==> src/rtl/memory_pkg.sv <==
// Shared definitions for the write buffer slice.
// Holds the default buffer depth, the drain FSM state encodings and the
// buffered entry layout used by write_buffer and wb_fifo.
package memory_pkg;

    localparam int unsigned WB_DEPTH_DEFAULT = 4;

    // Drain FSM encodings; kept as plain constants for legacy tooling.
    localparam logic [1:0] IDLE  = 2'd0;
    localparam logic [1:0] DRAIN = 2'd1;
    localparam logic [1:0] GAP   = 2'd2;

    typedef struct packed {
        logic [31:0] addr;
        logic [31:0] data;
    } wb_entry_t;

endpackage

==> src/rtl/write_buffer_if.sv <==
// Bus bundle between the cache controller / SRAM controller side and the
// write buffer.
//   store side : wr_req_in, wr_addr_in, wr_data_in -> full_out, empty_out
//   fill side  : rd_req_in, rd_addr_in             -> rd_grant_out
//   SRAM side  : sram_ready_in -> sram_wr_en_out, sram_addr_out, sram_wdata_out
// Modport slave is the write buffer; master is whatever drives it.
interface write_buffer_if;

    logic        wr_req_in;
    logic [31:0] wr_addr_in;
    logic [31:0] wr_data_in;
    logic        full_out;
    logic        rd_req_in;
    logic [31:0] rd_addr_in;
    logic        rd_grant_out;
    logic        sram_wr_en_out;
    logic [31:0] sram_addr_out;
    logic [31:0] sram_wdata_out;
    logic        sram_ready_in;
    logic        empty_out;

    modport master (
        output wr_req_in, wr_addr_in, wr_data_in, rd_req_in, rd_addr_in, sram_ready_in,
        input  full_out, rd_grant_out, sram_wr_en_out, sram_addr_out, sram_wdata_out,
               empty_out
    );

    modport slave (
        input  wr_req_in, wr_addr_in, wr_data_in, rd_req_in, rd_addr_in, sram_ready_in,
        output full_out, rd_grant_out, sram_wr_en_out, sram_addr_out, sram_wdata_out,
               empty_out
    );

endinterface

==> src/rtl/wb_fifo.sv <==
// Circular store FIFO for the write buffer.
// Ports:
//   clk, rst              clock, asynchronous active-high reset
//   push, push_addr/data  enqueue one entry (caller guarantees !full)
//   pop                   dequeue the head (caller guarantees !empty)
//   head_addr, head_data  current head entry
//   full, empty           occupancy flags derived from the registered count
//   entry_addr, entry_valid  per-slot address and valid bit for hazard checks
module wb_fifo
    import memory_pkg::*;
#(
    parameter int unsigned DEPTH = WB_DEPTH_DEFAULT
) (
    input  logic                   clk,
    input  logic                   rst,
    input  logic                   push,
    input  logic [31:0]            push_addr,
    input  logic [31:0]            push_data,
    input  logic                   pop,
    output logic [31:0]            head_addr,
    output logic [31:0]            head_data,
    output logic                   full,
    output logic                   empty,
    output logic [DEPTH-1:0][31:0] entry_addr,
    output logic [DEPTH-1:0]       entry_valid
);

    localparam int unsigned PtrW = $clog2(DEPTH);
    localparam int unsigned CntW = PtrW + 1;

    wb_entry_t          mem_q [DEPTH];
    logic [PtrW-1:0]    wr_ptr_q, rd_ptr_q;
    logic [CntW-1:0]    count_q, count_d;
    logic [DEPTH-1:0]   valid_q, valid_d;

    always_comb begin
        count_d = count_q;
        if (push && !pop) count_d = count_q + CntW'(1);
        if (!push && pop) count_d = count_q - CntW'(1);
    end

    // Push and pop never hit the same slot: that would need count 0 (no pop)
    // or count DEPTH (push refused).
    always_comb begin
        valid_d = valid_q;
        if (pop)  valid_d[rd_ptr_q] = 1'b0;
        if (push) valid_d[wr_ptr_q] = 1'b1;
    end

    always_ff @(posedge clk or posedge rst) begin
        if (rst) begin
            wr_ptr_q <= '0;
            rd_ptr_q <= '0;
            count_q  <= '0;
            valid_q  <= '0;
        end else begin
            // DEPTH is a power of two, so pointer overflow is the wrap.
            if (push) wr_ptr_q <= wr_ptr_q + PtrW'(1);
            if (pop)  rd_ptr_q <= rd_ptr_q + PtrW'(1);
            count_q <= count_d;
            valid_q <= valid_d;
        end
    end

    // Storage carries no reset; stale slots are masked by valid_q.
    always_ff @(posedge clk) begin
        if (push) mem_q[wr_ptr_q] <= '{addr: push_addr, data: push_data};
    end

    assign head_addr   = mem_q[rd_ptr_q].addr;
    assign head_data   = mem_q[rd_ptr_q].data;
    assign full        = (count_q == CntW'(DEPTH));
    assign empty       = (count_q == '0);
    assign entry_valid = valid_q;

    for (genvar i = 0; i < int'(DEPTH); i++) begin : g_entry
        assign entry_addr[i] = mem_q[i].addr;
    end

endmodule

==> src/rtl/write_buffer.sv <==
// Store write buffer between the cache controller and the SRAM controller.
// Buffers stores in wb_fifo and drains them one at a time (IDLE -> DRAIN ->
// GAP) while letting line-fill reads bypass unless they hit a buffered line.
// Ports:
//   clk, rst   clock, asynchronous active-high reset
//   bus        write_buffer_if.slave (store, fill and SRAM handshakes)
//   stall_cnt_out, drain_cnt_out  only with WRITE_BUFFER_STATS_EN defined:
//              cycles a store was held off by full, and completed pops.
module write_buffer
    import memory_pkg::*;
#(
    parameter int unsigned DEPTH = WB_DEPTH_DEFAULT
) (
    input  logic          clk,
    input  logic          rst,
    write_buffer_if.slave bus
`ifdef WRITE_BUFFER_STATS_EN
    ,
    output logic [31:0]   stall_cnt_out,
    output logic [31:0]   drain_cnt_out
`endif
);

    logic                   push, pop;
    logic [31:0]            head_addr, head_data;
    logic                   full, empty;
    logic [DEPTH-1:0][31:0] entry_addr;
    logic [DEPTH-1:0]       entry_valid;
    logic                   hazard;
    logic                   in_drain;
    logic [1:0]             state_q, state_d;
    logic                   unused_bits;

    // A push at full is refused even if the head pops this same cycle.
    assign push = bus.wr_req_in & ~full;
    assign pop  = in_drain & bus.sram_ready_in;

    wb_fifo #(
        .DEPTH (DEPTH)
    ) u_fifo (
        .clk         (clk),
        .rst         (rst),
        .push        (push),
        .push_addr   (bus.wr_addr_in),
        .push_data   (bus.wr_data_in),
        .pop         (pop),
        .head_addr   (head_addr),
        .head_data   (head_data),
        .full        (full),
        .empty       (empty),
        .entry_addr  (entry_addr),
        .entry_valid (entry_valid)
    );

    // Read-after-write hazard: fill address in the same 8-byte line as any
    // buffered store.
    always_comb begin
        hazard = 1'b0;
        for (int i = 0; i < int'(DEPTH); i++) begin
            if (entry_valid[i] && (entry_addr[i][31:3] == bus.rd_addr_in[31:3])) begin
                hazard = 1'b1;
            end
        end
    end

    always_comb begin
        unused_bits = ^bus.rd_addr_in[2:0];
        for (int i = 0; i < int'(DEPTH); i++) begin
            unused_bits = unused_bits ^ (^entry_addr[i][2:0]);
        end
    end

    // A pending non-hazard read blocks the drain start, so grant and
    // sram_wr_en_out are never high together.
    always_comb begin
        state_d = state_q;
        unique case (state_q)
            IDLE:    if (!empty && (!bus.rd_req_in || hazard)) state_d = DRAIN;
            DRAIN:   if (bus.sram_ready_in) state_d = GAP;
            GAP:     state_d = IDLE;
            default: state_d = IDLE;
        endcase
    end

    always_ff @(posedge clk or posedge rst) begin
        if (rst) state_q <= IDLE;
        else     state_q <= state_d;
    end

    assign in_drain           = (state_q == DRAIN);
    assign bus.sram_wr_en_out = in_drain;
    assign bus.sram_addr_out  = in_drain ? head_addr : '0;
    assign bus.sram_wdata_out = in_drain ? head_data : '0;
    assign bus.rd_grant_out   = (state_q == IDLE) & bus.rd_req_in & ~hazard;
    assign bus.full_out       = full;
    assign bus.empty_out      = empty;

`ifdef WRITE_BUFFER_STATS_EN
    always_ff @(posedge clk or posedge rst) begin
        if (rst) begin
            stall_cnt_out <= '0;
            drain_cnt_out <= '0;
        end else begin
            if (bus.wr_req_in && full) stall_cnt_out <= stall_cnt_out + 32'd1;
            if (pop)                   drain_cnt_out <= drain_cnt_out + 32'd1;
        end
    end
`endif

endmodule

==> src/flat_wrapper.sv <==
// flat-port wrapper written by rule: the top's interface ports become plain ports
module write_buffer_flat import memory_pkg::*;
#(
    parameter int unsigned DEPTH = WB_DEPTH_DEFAULT
)
  (clk, rst, bus_wr_req_in, bus_wr_addr_in, bus_wr_data_in, bus_rd_req_in, bus_rd_addr_in, bus_sram_ready_in, bus_full_out, bus_rd_grant_out, bus_sram_wr_en_out, bus_sram_addr_out, bus_sram_wdata_out, bus_empty_out);
  write_buffer_if bus_i ();
  input  logic clk;
  input  logic rst;
  input wire logic [$bits(bus_i.wr_req_in)-1:0] bus_wr_req_in;
  input wire logic [$bits(bus_i.wr_addr_in)-1:0] bus_wr_addr_in;
  input wire logic [$bits(bus_i.wr_data_in)-1:0] bus_wr_data_in;
  input wire logic [$bits(bus_i.rd_req_in)-1:0] bus_rd_req_in;
  input wire logic [$bits(bus_i.rd_addr_in)-1:0] bus_rd_addr_in;
  input wire logic [$bits(bus_i.sram_ready_in)-1:0] bus_sram_ready_in;
  output wire logic [$bits(bus_i.full_out)-1:0] bus_full_out;
  output wire logic [$bits(bus_i.rd_grant_out)-1:0] bus_rd_grant_out;
  output wire logic [$bits(bus_i.sram_wr_en_out)-1:0] bus_sram_wr_en_out;
  output wire logic [$bits(bus_i.sram_addr_out)-1:0] bus_sram_addr_out;
  output wire logic [$bits(bus_i.sram_wdata_out)-1:0] bus_sram_wdata_out;
  output wire logic [$bits(bus_i.empty_out)-1:0] bus_empty_out;
  assign bus_i.wr_req_in = bus_wr_req_in;
  assign bus_i.wr_addr_in = bus_wr_addr_in;
  assign bus_i.wr_data_in = bus_wr_data_in;
  assign bus_i.rd_req_in = bus_rd_req_in;
  assign bus_i.rd_addr_in = bus_rd_addr_in;
  assign bus_i.sram_ready_in = bus_sram_ready_in;
  assign bus_full_out = bus_i.full_out;
  assign bus_rd_grant_out = bus_i.rd_grant_out;
  assign bus_sram_wr_en_out = bus_i.sram_wr_en_out;
  assign bus_sram_addr_out = bus_i.sram_addr_out;
  assign bus_sram_wdata_out = bus_i.sram_wdata_out;
  assign bus_empty_out = bus_i.empty_out;
  write_buffer #(.DEPTH(DEPTH)) u_core (.clk(clk), .rst(rst), .bus(bus_i));
endmodule
==> config.mk <==
export PLATFORM = sky130hd
export DESIGN_NAME = write_buffer_flat
export DESIGN_NICKNAME = d
export VERILOG_FILES = /design/src/rtl/memory_pkg.sv /design/src/rtl/write_buffer_if.sv /design/src/rtl/wb_fifo.sv /design/src/rtl/write_buffer.sv /design/src/flat_wrapper.sv
export SDC_FILE = /design/constraint.sdc
export NUM_CORES = 1
export LEC_CHECK = 0
export CAP_MARGIN = 20
export CELL_PAD_IN_SITES_DETAIL_PLACEMENT = 1
export CELL_PAD_IN_SITES_GLOBAL_PLACEMENT = 2
export CORE_UTILIZATION = 44
export CTS_CLUSTER_SIZE = 28
export DETAILED_ROUTE_END_ITERATION = 6
export PLACE_DENSITY = 0.89
export REMOVE_ABC_BUFFERS = 1
export SETUP_SLACK_MARGIN = 0.1
export SYNTH_ARGS = -nofsm -noshare
export SYNTH_HDL_FRONTEND = slang
export SYNTH_SLANG_ARGS = --single-unit
==> constraint.sdc <==
create_clock -name clk -period 4.99 [get_ports clk]
set_input_delay 0.998 -clock clk [delete_from_list [all_inputs] [get_ports clk]]
set_output_delay 0.998 -clock clk [all_outputs]
set_load 0.05 [all_outputs]
==> results of run 1 <==
stage by stage:
step            util  setup slack [ps]  hold WS [ps]  area [um^2]
2_1_floorplan      -               404           449        11500
6_report       0.558               658           507        14500
5_1_grt        0.558               533           543        14500
3_3_place_gp   0.526               692           467        13700
3_5_place_dp   0.526               648           501        13700
4_1_cts        0.558               629           513        14500
state kept, by name (all words and copies together) (netlist names):
signal,cells
u_core.u_fifo.mem_q,256
u_core.state_q,2
u_core.u_fifo.rd_ptr_q,2
u_core.u_fifo.count_q,3
u_core.u_fifo.entry_valid,4
u_core.u_fifo.wr_ptr_q,2
power by group through the flow:
stage,logic (W),registers (W),clock network [W]
after floorplan,0.00210,0.00336,0
after global placement,0.00316,0.00331,0
after detailed placement,0.00320,0.00336,0
after CTS,0.00322,0.00332,0.00193
after global routing,0.00336,0.00337,0.00201
final,0.00316,0.00331,0.00189
final timing paths:
| path | startpoint | endpoint | slack (ps) |
|---|---|---|---|
| max | bus_rd_addr_in[29] | bus_rd_grant_out | 660 |
| min | u_core.u_fifo.entry_valid[2] | u_core.u_fifo.entry_valid[2] | 510 |
| max reg2reg | u_core.state_q[0] | u_core.u_fifo.count_q[2] | 1940 |
| min reg2reg | u_core.u_fifo.entry_valid[2] | u_core.u_fifo.entry_valid[2] | 510 |
| max in group asynchronous | rst | u_core.u_fifo.rd_ptr_q[0] | 3770 |
| min in group asynchronous | rst | u_core.u_fifo.count_q[2] | 810 |
layer usage:
metal / wire [um] / up-vias / part of all wire / GRT usage
met5: 70 / - / 0.0025 / 0
met4: 481 / 10 / 0.017 / 0.0492
met3: 1960 / 48 / 0.070 / 0.0517
met2: 14000 / 196 / 0.50 / 0.363
met1: 11300 / 3222 / 0.41 / 0.271
li1: - / 2789 / - / -
cells in the final DEF, fill, tap and decap left out, types with 2 or more instances in the layout:
cell             instances
buf_4                    4
nor4_1                  25
nand2_1                  6
and2_1                  66
and2_4                   4
nor2b_1                  2
edfxtp_1               256
ha_1                     9
xor2_1                  82
a21o_1                   4
inv_1                    9
clkinvlp_4               3
clkinv_1                 7
clkbuf_1                 5
mux4_2                  64
dfrtp_1                 11
clkdlybuf4s50_1        164
nand4_1                 11
clkbuf_16               29
o21ai_0                  2
buf_12                   2
xnor2_1                 39
clkinv_2                 7
nand3_1                  4
worst max-delay path: stages:
cell             delay, ps
clkdlybuf4s50_1        610
xor2_1                 330
nor4_1                 110
nand4_1                110
nor4_1                  50
or3_1                  440
nor4_1                 400
buf_4                  280
final cells by class:
type	instances	area, um^2	share of cell area
tap	335	419	0.0289
inverter	9	33.8	0.00233
sequential	269	8020	0.553
timing repair buffer	170	1710	0.118
multi-input combinational	329	3480	0.240
clock inverter	17	83.8	0.00578
clock buffer	34	744	0.0514
kinds of logic after synthesis:
kind of cell / synth area share
adder cells (fa/ha/maj): 0.0114
multiplexers: 0.125
AO/OA/AOI/OAI: 0.00560
buffers and inverters: 0.0120
flip-flops: 0.690
AND/OR/NAND/NOR: 0.0653
XOR/XNOR: 0.0912
==> metrics.md, run 1 <==
| Metric | Value |
|---|---|
| Sequential group share of total power | `0.396` |
| Leakage power total | `4.79 nW` |
| Crit path capture type | `output port` |
| Switching Share | `0.360` |
| Largest cells by area after synthesis | `edfxtp_1 (66%), mux4_2 (12%), xor2_1 (6.2%)` |
| Worst vdd ir | `378 uV` |
| PortBufs | `165` |
| Internal Power | `0.00535 W` |
| Row cnt | `59` |
| Longest Clk Path Bufs | `3` |
| P&R area growth vs syn | `24.8%` |
| CORE AREA | `0.0260 mm^2` |
| Critical Path Fanout Max | `4` |
| TritonCTS buffer count | `28` |
| Tmin final | `4330 ps` |
| YS warnings | `0` |
| Most frequent cells after synthesis | `edfxtp_1 (256), xor2_1 (82), and2_1 (70), mux4_2 (64), xnor2_1 (39)` |
| I/O pin cnt | `169` |
| Comb pwr share | `0.378` |
| Die area | `0.0271 mm^2` |
| Initial antenna violation count | `5` |
| Number of distinct library cells after synthesis | `28` |
| Worst EP required | `3990 ps` |
| Setup-failing EPs final | `0` |
| Max-slew violation count | `0` |
| CTS clk-pin slew, worst paths | `60 ps` |
| Vias per std cell | `5.39` |
| RSZ-0062 raised after global routing | `false` |
| Hpwl dp | `18.3 mm` |
| Pwr Density | `577 mW/mm^2` |
| Number of diodes | `0` |
| Post-synthesis cell count | `632` |
| Clk_skew | `10.8 ps` |
| Grt ovf | `0` |
| Power Total | `0.00836 W` |
| Clock network power share | `0.226` |
| Arr. time, crit path | `3330 ps` |
| Synth Register Bits | `269` |
| Gpl congestion | `0.868` |
| Net Sw Power | `0.00301 W` |
| Area share of the largest cell type after synthesis | `0.662` |
| Dominant synthesized flop cell | `edfxtp_1` |
| Setup TNS | `0 ps` |
| Dpl cells | `1112` |
| Antenna viol nets, final | `0` |
| Max frequency | `231 MHz` |
| Leading cell type by number of instances after synthesis | `edfxtp_1` |
| Skew-Pair Late Insertion Delay | `530 ps` |
| Relative slew slack | `0.263` |
| HP Class | `flip-flop to flip-flop` |
| Vias in the first global route | `6955` |
| Initial core utilization | `0.447` |
| Avg Cell Area, Syn | `18.4 um^2` |
| Setup bufs post-CTS | `0` |
| Total GRT Usage | `0.211` |
| Synth area leader | `edfxtp_1` |
| DRT Pass-1 Iters | `4` |
| Final hold vios | `0` |
| CTS tree | `done` |
| Post-synthesis instance area | `0.0116 mm^2` |
| Ys async rst share | `0.0483` |
| Status | `complete, no violations` |
| Via Count | `6265` |
| Hold_buf cts | `0` |
| Die height | `165 um` |
| R2R depth | `9` |
| Sequential area share after synthesis | `0.690` |
| CTS root buf | `clkbuf_16` |
| CTS H-tree depth | `1` |
| Fillers | `2340` |
| Clk sink count | `269` |
| Post-CTS Resized | `0` |
| Drt wl/cell | `23.9 um` |
| Number of flops mapped to enable cells by yosys | `256` |
| First-pass GRT wire length | `41.8 mm` |
| DRC viols | `0` |
| Share of cells above drive strength 1 | `0.141` |
| Final cell count without fillers | `1163` |
| Critical path class | `primary input to output port` |
| Wire length reported by the detailed router | `27.8 mm` |
| Worst slew pin tran | `1100 ps` |
| Largest net degree at the start of global routing | `66` |
| Initial DRC Count | `415` |
| Nets@finish | `918` |
| Worst Hold Depth | `1` |
| Critical path startpoint category | `primary input` |
| Die X-Extent | `165 um` |
| Final period util | `0.868` |
| Max Cap Viol | `0` |
(Power assumes the default switching activity.)
==> run 2, diff against run 1 <==
--- a/config.mk
+++ b/config.mk
@@ -11,6 +11,7 @@
 export CORE_UTILIZATION = 44
 export CTS_CLUSTER_SIZE = 28
 export DETAILED_ROUTE_END_ITERATION = 6
+export HOLD_SLACK_MARGIN = 0.02
 export PLACE_DENSITY = 0.89
 export REMOVE_ABC_BUFFERS = 1
 export SETUP_SLACK_MARGIN = 0.1
==> results of run 2 <==
No change in the layout: final DEF, timing and power equal those of run 1.
==> run 3, diff against run 2 <==
--- a/config.mk
+++ b/config.mk
@@ -8,11 +8,11 @@
 export CAP_MARGIN = 20
 export CELL_PAD_IN_SITES_DETAIL_PLACEMENT = 1
 export CELL_PAD_IN_SITES_GLOBAL_PLACEMENT = 2
-export CORE_UTILIZATION = 44
+export CORE_UTILIZATION = 36
 export CTS_CLUSTER_SIZE = 28
 export DETAILED_ROUTE_END_ITERATION = 6
 export HOLD_SLACK_MARGIN = 0.02
-export PLACE_DENSITY = 0.89
+export PLACE_DENSITY = 0.78
 export REMOVE_ABC_BUFFERS = 1
 export SETUP_SLACK_MARGIN = 0.1
 export SYNTH_ARGS = -nofsm -noshare
==> constraint.sdc (replaced) <==
create_clock -name clk -period 3.85 [get_ports clk]
set_input_delay 0.77 -clock clk [delete_from_list [all_inputs] [get_ports clk]]
set_output_delay 0.77 -clock clk [all_outputs]
set_load 0.05 [all_outputs]
==> run 3 against run 2 <==
Critical path depth unchanged. Utilization down 8.1 points. Clock-buffer cell count up 3. Sequential share of layout area fell by 2.1 points. Die area is 22% higher. Non-clock buffer count increased by 36. Combinational power rose by 38%. Design area grew 4.0%. Via count grew 0.91%. Clock skew rose by 8.0 ps.
==> metrics.md, run 3 (synthesis gave the netlist of run 1 again) <==
| Metric | Value |
|---|---|
| TritonCTS buffer count | `29` |
| DRT Pass-1 Iters | `4` |
| P&R area growth vs syn | `29.8%` |
| Comb pwr share | `0.389` |
| Arr. time, crit path | `2900 ps` |
| R2R depth | `9` |
| Most frequent cells in the layout | `edfxtp_1 (256), clkdlybuf4s50_1 (164), xor2_1 (82)` |
| Longest Clk Path Bufs | `3` |
| Relative slew slack | `0.567` |
| Die X-Extent | `182 um` |
| Initial core utilization | `0.367` |
| Max-slew violation count | `0` |
| Critical path class | `primary input to output port` |
| Nets@finish | `955` |
| Vias in the first global route | `6937` |
| Worst Hold Depth | `1` |
| Final WS setup | `182 ps` |
| Crit path capture type | `output port` |
| I/O pin cnt | `169` |
| Setup TNS | `0 ps` |
| Switching Share | `0.352` |
| Grt met1 use | `0.227` |
| Sequential group share of total power | `0.368` |
| CTS root buf | `clkbuf_16` |
| GRT busiest layer | `met2` |
| CORE AREA | `0.0316 mm^2` |
| Row cnt | `65` |
| Share of cells above drive strength 1 | `0.184` |
| Wire length reported by the detailed router | `28.9 mm` |
| Worst hold slack | `479 ps` |
| Met2 usage | `0.299` |
| Status | `complete, no violations` |
| Post-CTS Resized | `3` |
| Crit. Startpoint | `bus_rd_addr_in[7]` |
| Skew-Pair Late Insertion Delay | `560 ps` |
| Vias per std cell | `4.97` |
| CTS tree | `done` |
| CTS H-tree depth | `1` |
| Setup bufs post-CTS | `0` |
| DRC viols | `0` |
| Core Util, Final | `0.477` |
| Die area | `0.0330 mm^2` |
| HP Class | `flip-flop to flip-flop` |
| Fillers | `2949` |
| PortBufs | `165` |
| Leakage power total | `5.04 nW` |
| Critical path startpoint category | `primary input` |
| Hpwl dp | `19.5 mm` |
| Hold_buf cts | `0` |
| Initial antenna violation count | `4` |
| Max reg flops | `256` |
| Largest net degree at the start of global routing | `69` |
| Critical Path Fanout Max | `4` |
| Worst EP required | `3080 ps` |
| Final hold vios | `0` |
| Die height | `182 um` |
| Max Cap Viol | `0` |
| Design Area, Final | `0.0151 mm^2` |
| Clk_skew | `18.8 ps` |
| Antenna viol nets, final | `0` |
| Post-Place Worst Slack | `7.48 ps` |
| Worst slew pin tran | `648 ps` |
| Largest Register | `u_core.u_fifo.mem_q` |
| Clk sink count | `269` |
| Drt wl/cell | `22.7 um` |
| Final period util | `0.953` |
| HP Start | `u_core.u_fifo.entry_valid[0]` |
| RSZ-0062 raised after global routing | `true` |
| Initial DRC Count | `322` |
| Max frequency | `273 MHz` |
| Tmin final | `3670 ps` |
| Grt ovf | `0` |
| Via Count | `6322` |
| Gpl congestion | `0.795` |
| Setup-failing EPs final | `0` |
| First-pass GRT wire length | `43.2 mm` |
| CTS clk-pin slew, worst paths | `60 ps` |
| GR Util met3 | `0.0535` |
| Pwr Density | `747 mW/mm^2` |
| Critical R2R Launch | `u_core.state_q[0]` |
| Worst vdd ir | `475 uV` |
| Commonest non-fill, non-tap cell in the layout | `edfxtp_1` |
| Clock network power share | `0.243` |
| Net Sw Power | `0.00397 W` |
| Total GRT Usage | `0.177` |
| Internal Power | `0.00729 W` |
| Area post-placement | `0.0141 mm^2` |
[run 3: routing by layer]
layer,part of all wire,vias up
met5,0.00038,-
met2,0.49,194
met1,0.41,3214
met4,0.019,2
met3,0.079,34
li1,-,2878
[run 3: worst paths after layout]
check	endpoint	slack, ps
max reg2reg	u_core.u_fifo.count_q[2]	1440
min in group asynchronous	u_core.u_fifo.count_q[0]	570
max in group asynchronous	u_core.u_fifo.rd_ptr_q[0]	2890
max	bus_rd_grant_out	180
min	u_core.u_fifo.entry_valid[0]	480
min reg2reg	u_core.u_fifo.entry_valid[0]	480
[run 3: through the flow]
step / std cells / total power, W
2_1_floorplan: 607 / 0.00707
3_3_place_gp: 1215 / 0.00860
3_5_place_dp: 1215 / 0.00865
4_1_cts: 1268 / 0.0114
5_1_grt: 1268 / 0.0118
6_report: 1271 / 0.0113
[run 3: power by group through the flow]
stage / Clock (W) / Sequential, W / Combinational, W
after floorplan: 0 / 0.00435 / 0.00272
after global placement: 0 / 0.00417 / 0.00443
after detailed placement: 0 / 0.00420 / 0.00445
after CTS: 0.00281 / 0.00415 / 0.00447
after global routing: 0.00290 / 0.00420 / 0.00468
final: 0.00274 / 0.00414 / 0.00437
[run 3: final cells by class]
cell class,count,area (um^2),area share
diodes,3,7.51,0.000498
clock buffers,37,776,0.0514
clock inverters,16,170,0.0113
inverters,9,33.8,0.00224
multi-input cells,329,3510,0.233
flip-flops and latches,269,8020,0.532
well taps,402,503,0.0334
repair buffers,206,2060,0.137
[run 3: worst max-delay path: stages]
cell and delay (ps):
clkdlybuf4s50_1 640, xor2_1 240, nor4_1 80, nand4_1 100
nor4_1 60, or3_1 450, nor4_2 370, buf_12 190
==> edit, RTL diff (settings of run 3) <==
`WB_DEPTH_DEFAULT`: 4 -> 8.
--- a/src/rtl/memory_pkg.sv
+++ b/src/rtl/memory_pkg.sv
@@ -3,7 +3,7 @@
 // buffered entry layout used by write_buffer and wb_fifo.
 package memory_pkg;
 
-    localparam int unsigned WB_DEPTH_DEFAULT = 4;
+    localparam int unsigned WB_DEPTH_DEFAULT = 8;
 
     // Drain FSM encodings; kept as plain constants for legacy tooling.
     localparam logic [1:0] IDLE  = 2'd0;
Check against the original RTL: not equivalent (Yosys sat finds a counterexample within 10 cycles, from zero or initial values and one cycle with rst high).
==> edit against run 3 <==
  * Critical path depth did not move
  * Routed wire length rose by 130%
  * Sequential power rose by 90%
  * Clock skew rose by 0.0030 ns
  * Cell area rose by 87%
  * Total power rose by 86%
  * Global-route usage rose by 2.5 points
  * Worst setup slack got worse by 0.11 ns
  * Synthesized area rose by 100%
  * Sequential cell count rose by 263
  * Sequential share of layout area rose by 3.1 points
  * Count of clock-buffer cells in the layout rose by 42
  * Die area rose by 100%
  * Largest power group unchanged
  * Highest routed layer unchanged
==> edit: results (changes against run 3) <==
* Number of port buffers: 165 (unchanged)
- The fraction of layout instances using a drive strength above 1 came to 24.0% (+5.6 points).
- Routed via count: 12600 (+100%)
- The leakage power summed over all cells was 9.23 nW (+83%).
- Post-DR wirelength/cell: 27.6 um (+21%)
- The worst hold path stage count is 1 (unchanged).
- Source of the worst register-to-register timing path: u_core.state_q[1]$_DFFE_PP0P_
* Worst clock skew: 0.0218 ns (+0.00305 ns)
- The maximum number of pins on one net before global-route repair is 63 (-8.7%).
- Worst r2r path cells: 11 (+2)
- First drt pass iteration count: 7 (+3)
- Worst R2R Setup Slack: 1.27 ns (-0.17 ns)
- Synth area leaders: edfxtp_1, mux4_2, xnor2_1
- In this run the most critical hold path is launched from u_core.u_fifo.count_q[3]$_DFFE_PP0P_.
- Number of DRC violations after detailed-routing iteration 0: 1171 (+260%)
* Number of flops mapped to enable cells by yosys: 512 (+100%)
- Maximum fanout along the worst path: 7 (+3)
* Hold-critical path endpoint: u_core.u_fifo.count_q[3]$_DFFE_PP0P_
- Status: finished clean
- The maximum number of buffers from clock root to sink came to 3 (unchanged).
- The global-route wire length before repair is 96400 um (+120%).
- Critical R2R Capture: u_core.u_fifo.count_q[3]$_DFFE_PP0P_
* Post-place instance area: 26300 sq um (+86%)
* Proportion of register bits with asynchronous set or reset after synthesis: 3.76% (-1.1 points)
* Later-pin clock latency in the skew report: 0.63 ns (+0.07 ns)
- The total track usage is 20.3% (+2.5 points).
- Flip-flop count of the largest register after layout: 512 (+100%)
- Via count of the first global-routing pass: 13900 (+100%)
- The final weighted congestion in routability-driven placement is 0.915 (+15%).
* Synth cell types: 39 (+39%)
- The HPWL after detailed placement was 43100 um (+120%).
- CTS H-tree lvls: 2 (+1)
- Nets@finish: 1626 (+70%)
* Number of buffers created by CTS: 56 (+93%)
- The number of antenna violations at the first check in global routing is 10 (+6).
* Min-delay worst type: reg -> reg
- The critical path data arrival time came to 3.01 ns (+0.11 ns).
* Share of synthesized area occupied by flip-flops and latches: 68.0% (-0.94 points)
- Worst VDD drop: 505 uV (+6.4%)
- The measured slew at the worst slew-check pin came to 0.824 ns (+0.176 ns).
- Post-synth top cells: edfxtp_1, xnor2_1, mux4_2, nor2_1, mux2i_1
- In this run the clock root is driven by a clkbuf_16.
* Hold Slack: 0.509 ns (+0.0305 ns)
==> edit: critical path, cell delays in order <==
cell,delay (ns)
clkdlybuf4s50_1,0.63
xnor2_1,0.47
nand4_1,0.16
nor4_2,0.35
a22oi_1,0.14
nand3_1,0.19
nor2_1,0.10
buf_4,0.20
==> edit: worst max-delay path by stage <==
stage | startpoint | end | depth (start not counted)
4_1_cts | u_core.u_fifo.rd_ptr_q[0]$_DFFE_PP0P_ | bus_sram_wdata_out[17] | 8
3_5_place_dp | bus_rd_addr_in[31] | bus_rd_grant_out | 9
6_report | bus_rd_addr_in[7] | bus_rd_grant_out | 8
2_1_floorplan | u_core.u_fifo.rd_ptr_q[0]$_DFFE_PP0P_ | bus_sram_addr_out[31] | 3
5_1_grt | bus_rd_addr_in[7] | bus_rd_grant_out | 9
3_3_place_gp | bus_rd_addr_in[31] | bus_rd_grant_out | 9
==> edit: cell families (layout without fill, tap and decap cells) <==
| logic type | count (synthesis) | count (layout) | synth area share (%) |
|---|---|---|---|
| xor+xnor | 239 | 239 | 9.03 |
| simple gates | 190 | 190 | 4.10 |
| compound gates | 24 | 24 | 0.633 |
| fa+ha+maj | 6 | 6 | 0.354 |
| buf+inv | 85 | 380 | 2.68 |
| mux | 193 | 193 | 15.2 |
| flops | 532 | 532 | 68.0 |
| other cells | 0 | 3 | 0 |
==> edit: where the power goes <==
| part | switching [mW] | total, mW | internal (mW) |
|---|---|---|---|
| Clock | 2.24 | 5.06 | 2.82 |
| Sequential | 0.519 | 7.85 | 7.33 |
| Combinational | 4.84 | 8.01 | 3.17 |
==> edit: repair_timing <==
action | CTS | global route
setup endpoints to repair | 59 | 12
pin swaps | 0 | 1
resized for setup | 16 | 20
hold buffers | 0 | 0
setup buffers | 7 | 0
cloned | 0 | 1
==> edit: routing by layer <==
metal  global-route usage (%)  part of all wire (%)
met1                     26.6                    42
met2                     33.2                    48
met3                     4.80                   7.3
met4                     6.22                   2.7
met5                        0                  0.13
==> edit: metrics by stage <==
stage               cells  setup slack [ns]  setup TNS [ns]  utilization, %
floorplan            1195             -3.57         -694.66               -
global placement     2299            0.0310               0            41.4
detailed placement   2299            0.0778               0            41.4
CTS                  2409             0.102               0            44.2
global route         2412            0.0325               0            44.4
finish               2413            0.0680               0            44.4
==> edit: cell type report <==
| type | count | area (sq um) |
|---|---|---|
| Antenna cell | 3 | 7.51 |
| Clock buffer | 79 | 1520 |
| Clock inverter | 24 | 178 |
| Fill cell | 6125 | 35300 |
| Inverter | 11 | 41.3 |
| Multi-Input combinational cell | 652 | 7000 |
| Sequential cell | 532 | 15900 |
| Tap cell | 846 | 1060 |
| Timing Repair Buffer | 266 | 2540 |
